===== config.mk =====
export PLATFORM = sky130hd
export DESIGN_NAME = settle_timer
export DESIGN_NICKNAME = d
export VERILOG_FILES = /design/src/rtl/settle_timer.sv
export SDC_FILE = /design/constraint.sdc
export NUM_CORES = 1
export LEC_CHECK = 0
export ABC_AREA = 1
export CORE_AREA = 4 4 41 43
export CTS_BUF_LIST = sky130_fd_sc_hd__clkbuf_8
export CTS_CLUSTER_SIZE = 12
export DETAILED_ROUTE_END_ITERATION = 10
export DIE_AREA = 0 0 45 47
export HOLD_SLACK_MARGIN = 0.05
export PLACE_DENSITY = 0.44
export SETUP_SLACK_MARGIN = 0.4
export SLEW_MARGIN = 20
export SYNTH_ARGS = -nofsm -noshare
export SYNTH_HDL_FRONTEND = slang
export SYNTH_SLANG_ARGS = --single-unit

===== constraint.sdc =====
create_clock -name i_clk -period 3.24 [get_ports i_clk]
set_input_delay 0.486 -clock i_clk [delete_from_list [all_inputs] [get_ports i_clk]]
set_output_delay 0.486 -clock i_clk [all_outputs]
set_load 0.1 [all_outputs]

===== src/rtl/settle_timer.sv =====
// Loadable down-counter that measures the settle window for each vector.
module settle_timer #(
  parameter int unsigned HOLD_CYCLES = 10
) (
  input  logic i_clk,
  input  logic i_rst,
  input  logic i_load,
  input  logic i_dec,
  output logic o_zero
);

  localparam int unsigned TimerW = $clog2(HOLD_CYCLES + 1);
  // Loading HOLD_CYCLES-1 and stopping at zero gives exactly HOLD_CYCLES settle cycles.
  localparam logic [TimerW-1:0] LoadVal = TimerW'(HOLD_CYCLES - 1);

  logic [TimerW-1:0] r_cnt;

  // Load has priority over decrement; the count saturates at zero.
  always_ff @(posedge i_clk) begin
    if (i_rst) begin
      r_cnt <= '0;
    end else if (i_load) begin
      r_cnt <= LoadVal;
    end else if (i_dec && (r_cnt != '0)) begin
      r_cnt <= r_cnt - TimerW'(1);
    end
  end

  assign o_zero = (r_cnt == '0);

endmodule


==> flow_summary_export.csv <==
group,metric,value,unit
outcome,status,"completed",
routing,vias,221,
finish,largest_reg_flops,4,
clock_tree,clk_latency,0.21,ns
finish,diodes,0,
timing,setup_viol,0,
clock_tree,cts_tree,"yes",
setup_path,crit_start,"r_cnt[0]",
timing,skew,0.0003941,ns
logic_synthesis,ys_seq_area_share,34.59,%
job,max-cap-violations,0,
logic_synthesis,avgSynthCellArea,6.256,µm²
placed_design,portBuffers,4,
die,dieHeight,47,µm
routing,wl_per_cell,7.339,µm
power_and_ir_drop,power.switching,56.60,µW
finish,area_delta_synth_final,42.16,%
setup_path,critPathMostFrequentCell,"inv_1",
die,core_area,1301,µm²
grt,grt_pass1_wl,772,µm
setup_path,slowest_delay,0.30,ns
die,rows,13,
timing,fin_crit_sh,55.12,%
clock_tree,post-cts-setup-buffers,0,
power_and_ir_drop,total_power,203.6,µW
clock_tree,postCtsHoldBufs,0,
power_and_ir_drop,p_clk_share,50.8,%
die,initial_core_util,17.79,%
grt,grt_pass1_vias,188,
clock_tree,cts_root_buffer,"clkbuf_8",
setup_path,ff2ff_setup_slack,2.00,ns
setup_path,end_kind,"primary output",
logic_synthesis,syn-num-nets,42,
timing,tightestPinTransition,0.2783,ns
power_and_ir_drop,power_density,618.6,nW/µm²
setup_path,crit_end,"o_zero",
setup_path,slowest_stage,"dfxtp_1",
logic_synthesis,ys_types,10,
routing,avgViaCountPerCell,3.746,
setup_path,rr_endpoint,"r_cnt[2]",
finish,drive_gt1_share,13.64,%
die,fp.dieW,45,µm
placed_design,dp_hpwl,362.2,µm
clock_tree,clk_path_buf_depth,2,
setup_path,cp_max_fo,4,
placed_design,dp_cells,56,
clock_tree,cts_resized,0,
setup_path,reg2reg_depth,6,
timing,tns,0,ns
routing,routed_wl,433,µm
timing,hold_slack,0.5509,ns
power_and_ir_drop,switching_share,27.81,%
setup_path,required,2.75,ns
routing,ant_nets,0,
clock_tree,clk_pin_slew,0.03,ns
finish,instances_no_fill,59,
setup_path,start_kind,"register",
setup_path,path_cells,"inv_1 > ha_1 > nand2_1 > inv_1 > buf_4",
finish,top_regs,"r_cnt: 4 flops",
timing,slew_violations,0,
logic_synthesis,syn_area,231.5,µm²
setup_path,worstPathArrival,1.30,ns
grt,antenna_found_initial,0,
die,ios,5,
timing,max_freq,559.9,MHz
routing,drtIter0Drc,7,
timing,rsz0062_at_grt,"false",
die,die_area,2115,µm²
timing,hold_viol_final,0,
power_and_ir_drop,p_seq_share,27.5,%
timing,relSlewSlack,81.60,%
clock_tree,htreeDepth,1,
setup_path,r2r-start,"r_cnt[0]",
logic_synthesis,ys_ff_latch,4,
power_and_ir_drop,leakagePower,0.0001681,µW
placed_design,place_congestion,0.6858,
routing,first_pass_iters,4,
clock_tree,numCtsBuffers,3,
power_and_ir_drop,p_int,147.0,µW
finish,largest_register,"r_cnt",
finish,fill_cells,159,
min_path,hold_class,"register to register",
routing,drc_errors,0,
logic_synthesis,ys.warnings.count,0,
power_and_ir_drop,max-vdd-ir-drop,0.0003056,V
timing,layout_min_cycle_time,1.786,ns
setup_path,crit_type,"register to primary output",
power_and_ir_drop,comb_power_share,21.7,%
logic_synthesis,syn_inst,37,
grt,track_usage,5.929,%
finish,fin_nets,51,
grt,grt_overflow,0,
grt,grt_max_degree,7,
clock_tree,cts.sinks,4,
-- power groups by stage --
stage	sequential [µW]	clock, µW	combinational, µW
floorplan	56.2	0	34.2
global placement	56.7	0	44.6
detailed placement	56.7	0	44.6
CTS	56.1	106	44.7
global route	56.6	110	49.2
finish	56.0	103	44.2
-- cells in the final DEF, fill, tap and decap left out, drive strengths merged --
master,Yosys,routed
ha,1,1
buf,0,1
nand2,9,9
clkdlybuf4s50,0,3
nor2,4,4
o21ai,1,1
clkbuf,0,3
a21oi,3,3
nand3,6,6
dfxtp,4,4
inv,9,9
-- synthesized netlist by cell type --
cell / instances / area [µm²]
a21oi_1: 2 / 10.01
a21oi_2: 1 / 8.760
dfxtp_1: 4 / 80.08
ha_1: 1 / 12.51
inv_1: 9 / 33.78
nand2_1: 9 / 33.78
nand3_1: 6 / 30.03
nor2_1: 3 / 11.26
nor2_2: 1 / 6.260
o21ai_0: 1 / 5.000
-- per-layer routing --
metal / global-route usage, % / wire, µm / up-vias
li1: - / - / 128
met5: 0 / 0 / -
met1: 6.378 / 205 / 83
met4: 7.018 / 28 / 0
met2: 6.497 / 162 / 6
met3: 4.598 / 36 / 4
-- area by class of cell --
class                           count  area (µm²)  area share (%)
Multi-Input combinational cell     24       117.6           35.74
Sequential cell                     4       80.08           24.33
Clock buffer                        3       41.29           12.55
Timing Repair Buffer                4       37.54           11.41
Inverter                            9       33.78           10.27
Tap cell                           15       18.77           5.703
-- critical path, delay by kind of cell (launching register included) --
| kind | cells | cell delay (ns) |
|---|---|---|
| simple gates | 1 | 0.09 |
| buf+inv | 3 | 0.45 |
| flops | 1 | 0.30 |
| fa+ha+maj | 1 | 0.26 |
-- metrics by stage --
stage	setup WS, ns	util [%]	cell area (µm²)
after detailed placement	1.685	22.12	287.8
after global placement	1.670	22.12	287.8
after CTS	1.446	25.29	329.1
after floorplan	1.486	-	231.5
after global routing	1.365	25.29	329.1
final	1.454	25.29	329.1
-- worst min path at each step --
stage                         from  endpoint  slack (ns)  depth (start not counted)
after floorplan           r_cnt[2]  r_cnt[2]        0.52                          2
after global placement    r_cnt[0]  r_cnt[0]        0.54                          4
after detailed placement  r_cnt[2]  r_cnt[2]        0.54                          2
after CTS                 r_cnt[2]  r_cnt[2]        0.55                          2
after global routing      r_cnt[0]  r_cnt[0]        0.58                          4
final                     r_cnt[2]  r_cnt[2]        0.55                          2
-- kinds of logic after synthesis --
| group | Yosys count | share of synthesized area [%] |
|---|---|---|
| DFF | 4 | 34.60 |
| adders and majority gates | 1 | 5.405 |
| buffers and inverters | 9 | 14.59 |
| and+or+nand+nor | 19 | 35.14 |
| AOI/OAI and AO/OA | 4 | 10.27 |
No activity file was read; power rests on OpenSTA's default activity.
